`config.mk`:
```
export PLATFORM = sky130hd
export DESIGN_NAME = reg_file_rename_flat
export DESIGN_NICKNAME = d
export VERILOG_FILES = /design/src/rtl/reg_file_rename_if.sv /design/src/rtl/reg_file_rename.sv /design/src/flat_wrapper.sv
export SDC_FILE = /design/constraint.sdc
export NUM_CORES = 2
export LEC_CHECK = 0
export CAP_MARGIN = 20
export CORE_MARGIN = 2
export CORE_UTILIZATION = 35
export DETAILED_ROUTE_END_ITERATION = 8
export HOLD_SLACK_MARGIN = 0.05
export PLACE_DENSITY = 0.57
export SETUP_SLACK_MARGIN = 0.3
export SKIP_LAST_GASP = 1
export SLEW_MARGIN = 20
export SYNTH_ARGS = -nofsm -noshare
export SYNTH_HDL_FRONTEND = slang
export SYNTH_SLANG_ARGS = --single-unit
export TNS_END_PERCENT = 20
```
`constraint.sdc`:
```
create_clock -name clk -period 12.4 [get_ports clk]
set_clock_uncertainty 0.15 [all_clocks]
set_input_delay 1.86 -clock clk [delete_from_list [all_inputs] [get_ports clk]]
set_output_delay 1.86 -clock clk [all_outputs]
set_load 0.02 [all_outputs]
```
`src/rtl/reg_file_rename_if.sv`:
```
// Issue/commit/read bundle between the rename-aware register file and its users.
// master = issue/commit side driving requests, slave = register file.
interface reg_file_rename_if #(
   parameter int ROB_SIZE_LOG = 4,
   parameter int XLEN         = 32
);
   logic                    rdy;
   logic                    jump_rst;
   logic                    commit_send;
   logic [4:0]              commit_reg;
   logic [XLEN-1:0]         commit_value;
   logic [ROB_SIZE_LOG-1:0] commit_reorder;
   logic                    issue_valid;
   logic [4:0]              issue_rd;
   logic [ROB_SIZE_LOG-1:0] issue_reorder;
   logic [4:0]              rs1_idx;
   logic [4:0]              rs2_idx;
   logic [XLEN-1:0]         rs1_val;
   logic                    rs1_busy;
   logic [ROB_SIZE_LOG-1:0] rs1_tag;
   logic [XLEN-1:0]         rs2_val;
   logic                    rs2_busy;
   logic [ROB_SIZE_LOG-1:0] rs2_tag;
   logic [31:0]             retired_cnt;

   modport master (
      output rdy, jump_rst,
      output commit_send, commit_reg, commit_value, commit_reorder,
      output issue_valid, issue_rd, issue_reorder,
      output rs1_idx, rs2_idx,
      input  rs1_val, rs1_busy, rs1_tag,
      input  rs2_val, rs2_busy, rs2_tag,
      input  retired_cnt
   );

   modport slave (
      input  rdy, jump_rst,
      input  commit_send, commit_reg, commit_value, commit_reorder,
      input  issue_valid, issue_rd, issue_reorder,
      input  rs1_idx, rs2_idx,
      output rs1_val, rs1_busy, rs1_tag,
      output rs2_val, rs2_busy, rs2_tag,
      output retired_cnt
   );
endinterface

```
`src/rtl/reg_file_rename.sv`:
```
// Architectural register file with per-register rename (busy/tag) status, fed by ROB commits.
// Reads are combinational with same-cycle commit bypass; rdy low freezes all state, no backpressure.
module reg_file_rename #(
   parameter int ROB_SIZE_LOG = 4,
   parameter int XLEN         = 32
) (
   input logic              clk,
   input logic              rst,
   reg_file_rename_if.slave bus
);
   typedef struct packed {
      logic [XLEN-1:0]         val;
      logic                    busy;
      logic [ROB_SIZE_LOG-1:0] tag;
   } read_t;

   logic [XLEN-1:0]         regs [32];
   logic [ROB_SIZE_LOG-1:0] tag  [32];
   logic [31:0]             busy;
   logic [31:0]             retired_cnt;

   logic                    commit_send;
   logic [4:0]              commit_reg;
   logic [XLEN-1:0]         commit_value;
   logic [ROB_SIZE_LOG-1:0] commit_reorder;
   logic                    issue_en;
   logic                    commit_wr;
   logic                    commit_clr;
   read_t                   rs1_rd;
   read_t                   rs2_rd;

   assign commit_send    = bus.commit_send;
   assign commit_reg     = bus.commit_reg;
   assign commit_value   = bus.commit_value;
   assign commit_reorder = bus.commit_reorder;

   // A flush cancels any rename issued in the same cycle.
   assign issue_en   = bus.issue_valid && !bus.jump_rst && (bus.issue_rd != 5'd0);
   assign commit_wr  = commit_send && (commit_reg != 5'd0);
   assign commit_clr = commit_wr && (tag[commit_reg] == commit_reorder)
                       && !(issue_en && (bus.issue_rd == commit_reg));

   always_ff @(posedge clk) begin
      if (rst) begin
         for (int i = 0; i < 32; i++) begin
            regs[i] <= '0;
            tag[i]  <= '0;
         end
         busy        <= '0;
         retired_cnt <= '0;
      end else if (bus.rdy) begin
         if (commit_send) begin
            retired_cnt <= retired_cnt + 32'd1;
         end
         if (commit_wr) begin
            regs[commit_reg] <= commit_value;
         end
         if (commit_clr) begin
            busy[commit_reg] <= 1'b0;
         end
         if (issue_en) begin
            busy[bus.issue_rd] <= 1'b1;
            tag[bus.issue_rd]  <= bus.issue_reorder;
         end
         if (bus.jump_rst) begin
            busy <= '0;
         end
      end
   end

   // Tag equality alone identifies the producer; ROB indices carry no age.
   function automatic read_t read_port(input logic [4:0] idx);
      read_t r;
      r = '0;
      if (idx != 5'd0) begin
         r.tag = tag[idx];
         if (busy[idx] && commit_send && (commit_reg == idx) && (tag[idx] == commit_reorder)) begin
            r.val  = commit_value;
            r.busy = 1'b0;
         end else begin
            r.val  = regs[idx];
            r.busy = busy[idx];
         end
      end
      return r;
   endfunction

   always_comb begin
      rs1_rd = read_port(bus.rs1_idx);
      rs2_rd = read_port(bus.rs2_idx);
   end

   assign bus.rs1_val     = rs1_rd.val;
   assign bus.rs1_busy    = rs1_rd.busy;
   assign bus.rs1_tag     = rs1_rd.tag;
   assign bus.rs2_val     = rs2_rd.val;
   assign bus.rs2_busy    = rs2_rd.busy;
   assign bus.rs2_tag     = rs2_rd.tag;
   assign bus.retired_cnt = retired_cnt;
endmodule
```
`src/flat_wrapper.sv`:
```
// flat-port wrapper written by rule: the top's interface ports become plain ports
module reg_file_rename_flat 
#(
   parameter int ROB_SIZE_LOG = 4,
   parameter int XLEN         = 32
)
  (clk, rst, bus_rdy, bus_jump_rst, bus_commit_send, bus_commit_reg, bus_commit_value, bus_commit_reorder, bus_issue_valid, bus_issue_rd, bus_issue_reorder, bus_rs1_idx, bus_rs2_idx, bus_rs1_val, bus_rs1_busy, bus_rs1_tag, bus_rs2_val, bus_rs2_busy, bus_rs2_tag, bus_retired_cnt);
  reg_file_rename_if #(.ROB_SIZE_LOG(ROB_SIZE_LOG), .XLEN(XLEN)) bus_i ();
  input logic clk;
  input logic rst;
  input wire logic [$bits(bus_i.rdy)-1:0] bus_rdy;
  input wire logic [$bits(bus_i.jump_rst)-1:0] bus_jump_rst;
  input wire logic [$bits(bus_i.commit_send)-1:0] bus_commit_send;
  input wire logic [$bits(bus_i.commit_reg)-1:0] bus_commit_reg;
  input wire logic [$bits(bus_i.commit_value)-1:0] bus_commit_value;
  input wire logic [$bits(bus_i.commit_reorder)-1:0] bus_commit_reorder;
  input wire logic [$bits(bus_i.issue_valid)-1:0] bus_issue_valid;
  input wire logic [$bits(bus_i.issue_rd)-1:0] bus_issue_rd;
  input wire logic [$bits(bus_i.issue_reorder)-1:0] bus_issue_reorder;
  input wire logic [$bits(bus_i.rs1_idx)-1:0] bus_rs1_idx;
  input wire logic [$bits(bus_i.rs2_idx)-1:0] bus_rs2_idx;
  output wire logic [$bits(bus_i.rs1_val)-1:0] bus_rs1_val;
  output wire logic [$bits(bus_i.rs1_busy)-1:0] bus_rs1_busy;
  output wire logic [$bits(bus_i.rs1_tag)-1:0] bus_rs1_tag;
  output wire logic [$bits(bus_i.rs2_val)-1:0] bus_rs2_val;
  output wire logic [$bits(bus_i.rs2_busy)-1:0] bus_rs2_busy;
  output wire logic [$bits(bus_i.rs2_tag)-1:0] bus_rs2_tag;
  output wire logic [$bits(bus_i.retired_cnt)-1:0] bus_retired_cnt;
  assign bus_i.rdy = bus_rdy;
  assign bus_i.jump_rst = bus_jump_rst;
  assign bus_i.commit_send = bus_commit_send;
  assign bus_i.commit_reg = bus_commit_reg;
  assign bus_i.commit_value = bus_commit_value;
  assign bus_i.commit_reorder = bus_commit_reorder;
  assign bus_i.issue_valid = bus_issue_valid;
  assign bus_i.issue_rd = bus_issue_rd;
  assign bus_i.issue_reorder = bus_issue_reorder;
  assign bus_i.rs1_idx = bus_rs1_idx;
  assign bus_i.rs2_idx = bus_rs2_idx;
  assign bus_rs1_val = bus_i.rs1_val;
  assign bus_rs1_busy = bus_i.rs1_busy;
  assign bus_rs1_tag = bus_i.rs1_tag;
  assign bus_rs2_val = bus_i.rs2_val;
  assign bus_rs2_busy = bus_i.rs2_busy;
  assign bus_rs2_tag = bus_i.rs2_tag;
  assign bus_retired_cnt = bus_i.retired_cnt;
  reg_file_rename #(.ROB_SIZE_LOG(ROB_SIZE_LOG), .XLEN(XLEN)) u_core (.clk(clk), .rst(rst), .bus(bus_i));
endmodule
```
==> results.py <==
metrics = {
    "cells_and_area": {
        "nFillCells": 17400,
        "stdcell_area_um2": 75500,
        "finalNetCount": 4577,
        "fin_util": 0.397,
        "area_growth_pct": 13.0,
        "final_cell_mix": "edfxtp_1, mux4_2, and2_1, nor3_1, clkdlybuf4s50_1",
        "layout_commonest_cell": "edfxtp_1",
        "drive_gt1_frac": 0.254,
    },
    "sta": {
        "post-route-period-util": 0.709,
        "timing.setup.tns_ns": 0,
        "hold_violations": 0,
        "grt_setup_unrepaired": "false",
        "fin_hold_ws_ns": 0.329,
        "slew_viol_final": 0,
        "setup_violations": 0,
        "min_period_ns": 8.80,
        "fmax_mhz": 114,
        "slew_headroom": 0.213,
        "worst-slew-pin-transition_ns": 1.18,
    },
    "synth": {
        "synthMuxAreaShare": 0.267,
        "synth_flop_cell": "edfxtp_1",
        "ys_ff_latch": 1216,
        "synth_cell_type_count": 64,
        "synth-simple-area-share": 0.136,
        "synth_top_family_by_area": "multiplexers",
        "async_flop_share": 0,
        "synth_area_um2": 66800,
        "synth_xor_area_frac": 0.00590,
        "synth_edf_count": 1152,
        "avgSynthCellArea_um2": 14.7,
        "syn_inst": 4537,
        "synth-compound-area-share": 0.0220,
        "ys_warn_count": 0,
        "synthAdderAreaFrac": 0.000187,
        "seq_area_frac_synth": 0.537,
    },
    "die": {
        "ios": 172,
        "row_count": 160,
        "floorplan.initialDensity": 0.352,
        "die_w_um": 441,
        "coreArea_um2": 190000,
        "die-area_um2": 194000,
        "die_height_um": 441,
    },
    "clocking": {
        "cts_sinks": 1216,
        "path_clk_slew_ns": 0.05,
        "clk_latency_ns": 0.80,
        "holdBufCountCts": 0,
        "numCtsBuffers": 142,
        "cts-resized-gates": 0,
        "clockBufferDepth": 3,
        "root_buffer": "clkbuf_16",
        "cts_tree": "yes",
        "htree_levels": 4,
        "cts_setup_buffers": 0,
    },
    "drt": {
        "drt_iter0_drc": 5666,
        "ant_nets": 0,
        "firstDrtPassIters": 6,
        "drc": 0,
        "met2_length_um": 112000,
        "wl_met3_um": 19900,
        "num_vias": 43600,
        "via_per_inst": 6.11,
        "top_layer_used": "met5",
        "wl_met1_um": 90600,
        "wl_per_cell_um": 32.4,
        "wl_um": 232000,
    },
    "global_routing": {
        "grt_antenna_before_repair": 9,
        "gr-total-overflow": 0,
        "grt_max_degree": 125,
        "first_global_vias": 44200,
        "grt_first_pass_wirelength_um": 329000,
        "grt_util_all_layers": 0.237,
    },
    "placed_design": {
        "place_area_um2": 70900,
        "io_buffers": 171,
        "place_congestion": 0.859,
        "hpwl_um": 132000,
    },
    "pwr": {
        "peakVddDrop_uv": 100,
        "power_density_nw_per_um2": 137,
        "p_total_uw": 10400,
        "power_leakage_uw": 0.0243,
    },
    "worst_hold_path": {
        "hp-class": "reg -> reg",
    },
    "worst_setup_path": {
        "crit_fanout": 105,
        "cp.arrival_ns": 6.79,
        "path_cells": "buf_8, buf_12, buf_12, mux4_2, mux4_2, o211ai_1, mux2i_1, clkdlybuf4s50_1",
        "start_kind": "primary input",
        "cp_slowest_cell": "buf_12",
        "crit_path_end_kind": "output port",
        "critPathKind": "in -> out",
        "required_ns": 10.39,
        "critPathMaxStageDelay_ns": 0.68,
        "reg2reg_slack_ns": 8.96,
    },
    "flow_run": {
        "drv_cap": 0,
    },
    "status": {
        "status": "complete, no violations",
    },
}
==> per-stage QoR <==
stage,instances,setup WS [ns]
final,7142,3.60
after global routing,7141,3.36
after CTS,7137,3.70
after detailed placement,6873,3.70
after global placement,6872,3.35
after floorplan,4572,5.75
==> area by class of cell <==
type	instances	area, um^2	share of cell area
timing repair buffer	308	2850	0.0378
inverter	28	105	0.00139
sequential	1216	35900	0.475
tap	2511	3140	0.0416
antenna	1	2.50	0.0000331
clock inverter	88	769	0.0102
clock buffer	176	3750	0.0497
multi-input combinational	2814	29000	0.384
==> synthesized netlist by cell type, drive strengths merged (4+ instances only) <==
cell type	number	area [um^2]
o21ai	30	150
nand2b	69	432
a22oi	9	67.6
nand4b	4	35.0
mux4	728	16400
o221ai	5	43.8
nor3b	7	52.6
or3b	4	35.0
xor2	30	263
mux2	7	78.8
o22ai	17	106
nor4	10	96.4
nor3	547	2740
a211oi	7	52.6
and3	15	93.8
dfxtp	64	1280
xnor2	15	131
or3	17	106
clkbuf	378	1420
nand4	10	62.6
o211ai	65	488
nand3	19	95.1
edfxtp	1152	34600
nor2b	8	50.1
a22o	4	35.0
a2bb2oi	4	35.0
a32oi	9	78.8
and4	6	52.6
buf	136	638
a21oi	52	260
nand3b	10	75.1
and3b	5	43.8
nand2	113	424
nor2	132	495
and2	592	3700
or2	69	432
mux2i	135	1360
inv	28	105
==> registers in the layout, indices dropped and copies added, names as in the netlist <==
register / flops
u_core.regs: 1024
u_core.busy: 32
u_core.tag: 128
u_core.bus.retired_cnt: 32
==> kinds of logic (layout without fill, tap and decap cells) <==
logic type,Yosys count,after routing
flip-flops,1216,1216
buffers and inverters,542,600
multiplexers,870,870
XOR/XNOR,45,45
AND/OR/NAND/NOR,1642,1642
AO/OA/AOI/OAI,220,220
other,1,37
adder cells (fa/ha/maj),1,1
==> critical path, delay by kind of cell <==
family / cells / cell delay [ns]
AO/OA/AOI/OAI: 1 / 0.53
buffers and inverters: 4 / 2.25
multiplexers: 3 / 1.40
==> layer usage <==
metal / GRT usage / up-vias
met5: 0 / -
met4: 0.0893 / 2
met3: 0.0422 / 418
met2: 0.385 / 2275
met1: 0.316 / 23100
li1: - / 17800
==> worst paths after layout <==
path                            cells past startpoint              end               from
worst min-delay path                                2  u_core.busy[21]    u_core.busy[21]
worst max register to register                      7  u_core.busy[22]  u_core.tag[14][1]
worst max-delay path                                8  bus_rs1_val[13]     bus_rs1_idx[0]
worst min register to register                      2  u_core.busy[21]    u_core.busy[21]
==> report_power, final <==
| group | internal, uW | leakage (uW) | total (uW) | switching (uW) |
|---|---|---|---|---|
| combinational | 605 | 0.0106 | 1400 | 795 |
| sequential | 4700 | 0.0115 | 4810 | 112 |
| clock | 2320 | 0.00221 | 4140 | 1820 |
| total | 7620 | 0.0243 | 10400 | 2730 |
Power figures use the tool's default switching activity.
